==> src/rtl/ccff_bitstream_loader.sv <==
// Feeds the fabric configuration chain: shifts stream words MSB-first onto ccff_head,
// counts exactly CHAIN_LEN enabled shifts, then checks that the first bit reached ccff_tail.
//
// state  | meaning
// IDLE   | waiting for start after reset
// FETCH  | data_ready high, waiting for the next word
// SHIFT  | one bit per cycle onto ccff_head with ccff_shift_en
// SETTLE | idle cycle after the last enabled chain edge
// CHECK  | sample ccff_tail against the first bit shifted
// DONE   | load finished, done/err held until the next start
module ccff_bitstream_loader #(
  parameter int WORD_W    = 8,
  parameter int CHAIN_LEN = 1024
) (
  input  logic              prog_clk,
  input  logic              prog_reset,
  input  logic              start,
  input  logic [WORD_W-1:0] data_in,
  input  logic              data_valid,
  output logic              data_ready,
  output logic              ccff_head,
  output logic              ccff_shift_en,
  input  logic              ccff_tail,
  output logic              busy,
  output logic              done,
  output logic              err
);

  localparam int CNT_W = $clog2(CHAIN_LEN + 1);
  localparam int BIT_W = $clog2(WORD_W + 1);
  localparam logic [CNT_W-1:0] CNT_LAST  = CNT_W'(CHAIN_LEN - 1);
  localparam logic [BIT_W-1:0] BITS_FULL = BIT_W'(WORD_W);
  localparam logic [BIT_W-1:0] BITS_ONE  = BIT_W'(1);

  typedef enum logic [2:0] {
    S_IDLE,
    S_FETCH,
    S_SHIFT,
    S_SETTLE,
    S_CHECK,
    S_DONE
  } state_t;

  state_t            state;
  state_t            state_nxt;
  logic [WORD_W-1:0] sr;
  logic [BIT_W-1:0]  bits_left;
  logic [CNT_W-1:0]  cnt;
  logic              first_bit;
  logic              start_ok;
  logic              chain_last;
  logic              word_last;

  assign start_ok   = start && ((state == S_IDLE) || (state == S_DONE));
  assign chain_last = (cnt == CNT_LAST);
  assign word_last  = (bits_left == BITS_ONE);

  always_ff @(posedge prog_clk) begin
    if (prog_reset) begin
      state <= S_IDLE;
    end else begin
      state <= state_nxt;
    end
  end

  always_comb begin
    state_nxt  = state;
    data_ready = 1'b0;
    case (state)
      S_IDLE, S_DONE: begin
        if (start) state_nxt = S_FETCH;
      end
      S_FETCH: begin
        data_ready = 1'b1;
        if (data_valid) state_nxt = S_SHIFT;
      end
      S_SHIFT: begin
        // Chain length wins over word boundary: leftover low bits of the final word are dropped.
        if (chain_last)     state_nxt = S_SETTLE;
        else if (word_last) state_nxt = S_FETCH;
      end
      S_SETTLE: state_nxt = S_CHECK;
      S_CHECK:  state_nxt = S_DONE;
      default:  state_nxt = S_IDLE;
    endcase
  end

  always_ff @(posedge prog_clk) begin
    if (prog_reset) begin
      sr            <= '0;
      bits_left     <= '0;
      cnt           <= '0;
      first_bit     <= 1'b0;
      ccff_head     <= 1'b0;
      ccff_shift_en <= 1'b0;
      busy          <= 1'b0;
      done          <= 1'b0;
      err           <= 1'b0;
    end else begin
      ccff_shift_en <= 1'b0;
      if (start_ok) begin
        busy <= 1'b1;
        done <= 1'b0;
        err  <= 1'b0;
        cnt  <= '0;
      end
      case (state)
        S_FETCH: begin
          if (data_valid) begin
            sr        <= data_in;
            bits_left <= BITS_FULL;
          end
        end
        S_SHIFT: begin
          ccff_head     <= sr[WORD_W-1];
          ccff_shift_en <= 1'b1;
          sr            <= sr << 1;
          bits_left     <= bits_left - BITS_ONE;
          cnt           <= cnt + CNT_W'(1);
          if (cnt == '0) first_bit <= sr[WORD_W-1];
        end
        S_CHECK: begin
          err  <= (ccff_tail != first_bit);
          done <= 1'b1;
          busy <= 1'b0;
        end
        default: ;
      endcase
    end
  end

endmodule

==> config.mk <==
export PLATFORM = sky130hd
export DESIGN_NAME = ccff_bitstream_loader
export DESIGN_NICKNAME = d
export VERILOG_FILES = /design/src/rtl/ccff_bitstream_loader.sv
export SDC_FILE = /design/constraint.sdc
export NUM_CORES = 1
export LEC_CHECK = 0
export BUFFER_PORTS_ARGS = -buffer_cell sky130_fd_sc_hd__buf_2
export CORE_UTILIZATION = 35
export DETAILED_ROUTE_END_ITERATION = 8
export PLACE_DENSITY = 0.63
export SLEW_MARGIN = 10
export SYNTH_ARGS = -nofsm -noshare
export SYNTH_HDL_FRONTEND = slang
export SYNTH_SLANG_ARGS = --single-unit
==> constraint.sdc <==
create_clock -name prog_clk -period 1.37 [get_ports prog_clk]
set_input_delay 0.137 -clock prog_clk [delete_from_list [all_inputs] [get_ports prog_clk]]
set_output_delay 0.137 -clock prog_clk [all_outputs]
set_load 0.03 [all_outputs]
## Yosys cells after proc, flatten, opt, wreduce, memory -nomap -nowiden

Cells that the tools add are included.
Widths: inputs -> output; s select.

- Memories kept: 0
- Word-level logic and storage cells: 51
- RAM bits: 0
- Input port bits: 13
- Output and inout bits: 6
- Memory bits (read-only): 0
- Flip-flop bits (word level): 32
- Latch bits: 0

- Eq/ne operators: 11
- Shift-type cells: 0
- Multipliers: 0
- Div/mod/pow operators: 0
- Mux-type cells: 16
- $add $sub $neg: 2
- Bitwise gates (word level): 0
- Reduce and logical (&&, ||, !) cells: 12
- Order comparisons: 0

Operators with widths:

| kind | number |
|---|---|
| $mux 11 | 2 |
| $pmux 8 s2 | 1 |
| $pmux 3 s5 | 1 |
| $mux 3 | 4 |
| $add 11x1->11 const B | 1 |
| $eq 11x10->1 const B | 1 |
| $logic_not 11->1 | 1 |
| $mux 8 | 1 |
| $pmux 4 s2 | 1 |
| $eq 3x2->1 const B | 2 |
| $eq 3x3->1 const B | 2 |
| $reduce_bool 2->1 | 3 |
| $mux 1 | 5 |
| $eq 4x1->1 const B | 1 |
| $mux 4 | 1 |
| $ne 2x2->1 const B | 2 |
| $reduce_and 2->1 | 2 |
| $reduce_or 2->1 | 2 |
| $sub 4x1->4 const B | 1 |
| $eq 3x1->1 const B | 1 |
| $logic_not 3->1 | 1 |
| $ne 3x3->1 const B | 1 |
| $reduce_and 3->1 | 1 |
| $logic_and 1x1->1 | 1 |
| other kinds (2) | 2 |

## Depth between registers and ports, before layout

- Word-level depth: 5
- Gate-level depth with buffers: 6
- Mapped depth without buffers: 6

## Worst setup path before layout

OpenSTA, ideal clock, no wires.

- Path type: flip-flop to flip-flop
- Start point: register state[1]
- End point: register bits_left[1]
- Period minus slack after synthesis: 2.051 ns
- Cell stages (with the launch flop): 6
- Setup slack: -0.681 ns
- Data required time: 1.242 ns
- Library setup time: 0.128 ns
- Arrival: 1.923 ns
- Path buffers: 1
- Cells stage by stage: dfxtp_1 -> buf_2 -> nor3b_1 -> nand2_1 -> a31oi_1 -> nor2_1

- Cells in the longest elaborated chain, start to end: 3
- Elaborated cells between the ends (all ways): 6
- Classes of those cells: eq/ne: 3; mux: 1; reduce/logical: 2

Ends and longest elaborated chain:

| item | RTL line | RTL |
|---|---|---|
| start, declared | 44 | `state_t state;` |
| start signal, assigned | 62 | `state <= state_nxt;` |
| $eq 3x1->1 or $eq 3x2->1 (tied branches) | 107 | `case (state)` |
| $ne 2x2->1 (no source line) or $reduce_bool 2->1 (tied branches) | n/a |  |
| $reduce_and 2->1 (no source line) | n/a |  |
| end signal, assigned | 118 | `bits_left <= bits_left - BITS_ONE;` |
| end, declared | 47 | `logic [BIT_W-1:0] bits_left;` |

Several ways; a longest one is shown, not always the timed one.
A chain may end at the register's enable or synchronous reset.

## Worst setup path in the final report

- Start point: register state[2]
- End point: output data_ready

- Cells in the longest elaborated chain, start to end: 2

Ends and longest elaborated chain:

| item | RTL line | RTL |
|---|---|---|
| $eq 3x1->1 | 69 | `case (state)` |
| $mux 1 | 69 |  |
| end, declared | 20 | `output logic data_ready,` |

No other way between the ends.

==> impl_metrics.py <==
metrics = {
    "outcome": {
        "status": "finished, violations left",
        "violations": "negative setup slack",
    },
    "floorplan": {
        "die_w_microns": 69.3,
        "die_h_microns": 69.3,
        "coreArea_sq_um": 4350,
        "io_pins": 19,
        "fp-row-count": 24,
        "dieArea_sq_um": 4800,
        "initial_core_util_pct": 36.4,
    },
    "drt": {
        "ant_nets": 0,
        "wl_met1_mm": 1.85,
        "vias": 1517,
        "wl_met3_microns": 170,
        "viasPerCell": 5.14,
        "drc": 0,
        "wl_met2_mm": 1.77,
        "wl_per_cell_microns": 13.1,
        "firstDrtPassIters": 4,
        "wl_mm": 3.86,
        "highest_layer": "met4",
        "drtIter0Drc": 66,
    },
    "placement": {
        "portBuffers": 18,
        "hpwl_mm": 2.52,
        "post-place-ws_ns": -0.0293,
        "place_congestion": 0.789,
    },
    "critical_path": {
        "crit_fanout": 7,
        "cpMaxStageDelayCell": "dfxtp_2",
        "end_kind": "primary output",
        "cp.arrival_ns": 1.30,
        "critical_path.most_common_cell": "buf_6",
        "critical_path_class": "reg2out",
        "worstPathCellList": "buf_6, buf_6, nor3b_4, buf_4, buf_6",
        "critical_path.top_delay_family": "buffers and inverters",
        "cp-start-kind": "flip-flop",
        "critPathMaxStageDelay_ns": 0.33,
        "required_ns": 1.23,
        "cp.buffers_inverters": 4,
    },
    "global_route": {
        "grt_util_all_layers_pct": 16.0,
        "grt_overflow": 0,
        "antenna_found_initial": 0,
        "grt_max_degree": 19,
        "grt_pass1_wl_mm": 6.10,
        "grt_pass1_vias": 1304,
    },
    "timing": {
        "whs_ns": 0.0861,
        "slew_headroom_pct": 78.1,
        "final_max_slew_viol_count": 0,
        "fin_skew_ns": 0.00502,
        "layout_setup_ws_ns": -0.0670,
        "rsz0062_at_grt": "true",
        "period_needed_ns": 1.44,
        "final-setup-viol-count": 4,
        "worst_pin_slew_ns": 0.325,
        "final_hold_viol_count": 0,
        "fin_tns_setup_ns": -0.0960,
        "timing.fmax_mhz": 696,
        "fin_crit_sh_pct": 105,
    },
    "clocking": {
        "hold_buffers": 0,
        "clock-sinks": 32,
        "cts_tree": "done",
        "htreeDepth": 2,
        "clk_path_buf_depth": 2,
        "cts_made_buffers": 5,
        "cts.reportedPaths.clkPinSlew_ns": 0.07,
        "clkLatencyLatePin_ns": 0.29,
        "root_buffer": "clkbuf_8",
    },
    "pwr": {
        "p_seq_share_pct": 39.9,
        "ir_drop_v": 0.000748,
        "power_switching_share_pct": 28.9,
        "power_frac_comb_pct": 25.9,
        "p_per_area_nw_per_um2": 1180,
        "cellLeakagePower_nw": 0.922,
        "power.switching_mw": 0.763,
        "internal_power_mw": 1.88,
        "power.clock.fraction_pct": 34.1,
    },
    "logic_synthesis": {
        "syn_avg_cell_area_sq_um": 8.09,
        "netlist_top_cells_count": "dfxtp_1 (32), nor2_1 (31), nand2_1 (26), a21oi_1 (16)",
        "synth_ff_type": "dfxtp_1",
        "ys_top_cells_by_area": "dfxtp_1 (40%), nor2_1 (7.3%), nand2_1 (6.2%)",
        "synth_nets": 213,
        "synth_most_common_cell": "dfxtp_1",
        "synth_cell_types": 45,
        "synth_seq_cells": 32,
        "async_reset_ff_share_pct": 0,
        "synth.top_cell.area_share_pct": 40.4,
        "synthCells": 196,
        "yosysTopAreaCell": "dfxtp_1",
        "synth-edff-count": 0,
        "yosysWarnings": 0,
        "syn_area_sq_um": 1590,
        "seq_area_frac_synth_pct": 40.4,
    },
    "final_layout": {
        "drive_gt1_share_pct": 34.2,
        "fillers": 382,
        "nNetsFinal": 259,
        "antenna_cells": 0,
        "fin_util_pct": 51.4,
        "area_growth_pct": 41.0,
    },
    "hold_path": {
        "hold_class": "in2reg",
    },
    "job": {
        "drv_cap": 0,
    },
}
==> final cells by class <==
| cell class | instances | area, sq um | share of cell area [%] |
|---|---|---|---|
| Multi-Input combinational cell | 144 | 986 | 44.1 |
| Sequential cell | 32 | 648 | 29.0 |
| Timing Repair Buffer | 52 | 403 | 18.0 |
| Clock buffer | 6 | 72.6 | 3.25 |
| Tap cell | 52 | 65.1 | 2.91 |
| Clock inverter | 2 | 35.0 | 1.57 |
| Inverter | 7 | 26.3 | 1.18 |
==> power groups by stage <==
stage | registers [mW] | logic [mW] | clock network, mW
2_1_floorplan | 1.08 | 0.341 | 0
3_3_place_gp | 1.07 | 0.541 | 0
3_5_place_dp | 1.07 | 0.544 | 0
4_1_cts | 1.05 | 0.604 | 0.923
5_1_grt | 1.06 | 0.750 | 0.959
6_report | 1.06 | 0.686 | 0.903
==> worst paths after layout <==
check | cells after the start | slack, ns | startpoint | to
max reg2reg | 5 | -0.02 | state[0] | bits_left[3]
max | 5 | -0.07 | state[2] | data_ready
min | 3 | 0.09 | data_in[0] | sr[0]
min reg2reg | 2 | 0.46 | ccff_head | ccff_head
==> sequential cells by signal, summed over array words and instances, names as in the netlist <==
name	count
bits_left	4
busy	1
ccff_head	1
ccff_shift_en	1
cnt	11
done	1
err	1
first_bit	1
sr	8
state	3
==> layer usage <==
| metal | global-route usage (%) | vias to the layer above |
|---|---|---|
| met3 | 4.51 | 7 |
| met1 | 20.2 | 698 |
| met2 | 24.9 | 37 |
| li1 | - | 775 |
| met4 | 7.71 | 0 |
| met5 | 0 | - |
==> cells in the final DEF, fill, tap and decap left out, drive strengths merged, types with 2 or more instances in the layout <==
master  count
inv         7
and3        2
dfxtp      32
ha          4
nand3       5
nor3        5
nor4        3
a21oi      16
nand2      26
xnor2       3
a22oi       2
nor2       31
clkbuf      7
and2        2
nand4       4
buf        51
a31oi       4
nor3b       3
a311oi      6
mux2i       2
o21ai       3
nand2b      2
xor2        5
==> stage by stage <==
| step | cells | area, sq um | total power [mW] |
|---|---|---|---|
| finish | 295 | 2240 | 2.65 |
| global placement | 278 | 1900 | 1.61 |
| floorplan | 196 | 1600 | 1.42 |
| CTS | 289 | 2080 | 2.58 |
| detailed placement | 278 | 1900 | 1.61 |
| global route | 295 | 2240 | 2.77 |
==> logic make-up (layout without fill, tap and decap cells) <==
| family | Yosys count | after routing | synth area share (%) |
|---|---|---|---|
| adder cells (fa/ha/maj) | 4 | 4 | 3.16 |
| flip-flops | 32 | 32 | 40.4 |
| multiplexers | 2 | 2 | 1.26 |
| AO/OA/AOI/OAI | 39 | 39 | 16.3 |
| AND/OR/NAND/NOR | 91 | 91 | 29.0 |
| XOR/XNOR | 8 | 8 | 4.42 |
| buffers and inverters | 20 | 67 | 5.45 |
==> timing repair <==
action                                  CTS  global route
gates resized for setup                  13            25
setup buffers                             3             6
pin swaps                                 1            14
endpoints found under the setup margin   15            23
cloned                                    0             0
==> worst reg2reg max path, cell delays in order (launching register included) <==
cell and delay (ns):
dfxtp_2 0.33, or3b_4 0.42, buf_8 0.16, nor4_4 0.14, xnor2_1 0.15, a21oi_1 0.08
Note: power is estimated with default switching activity, not from simulation.
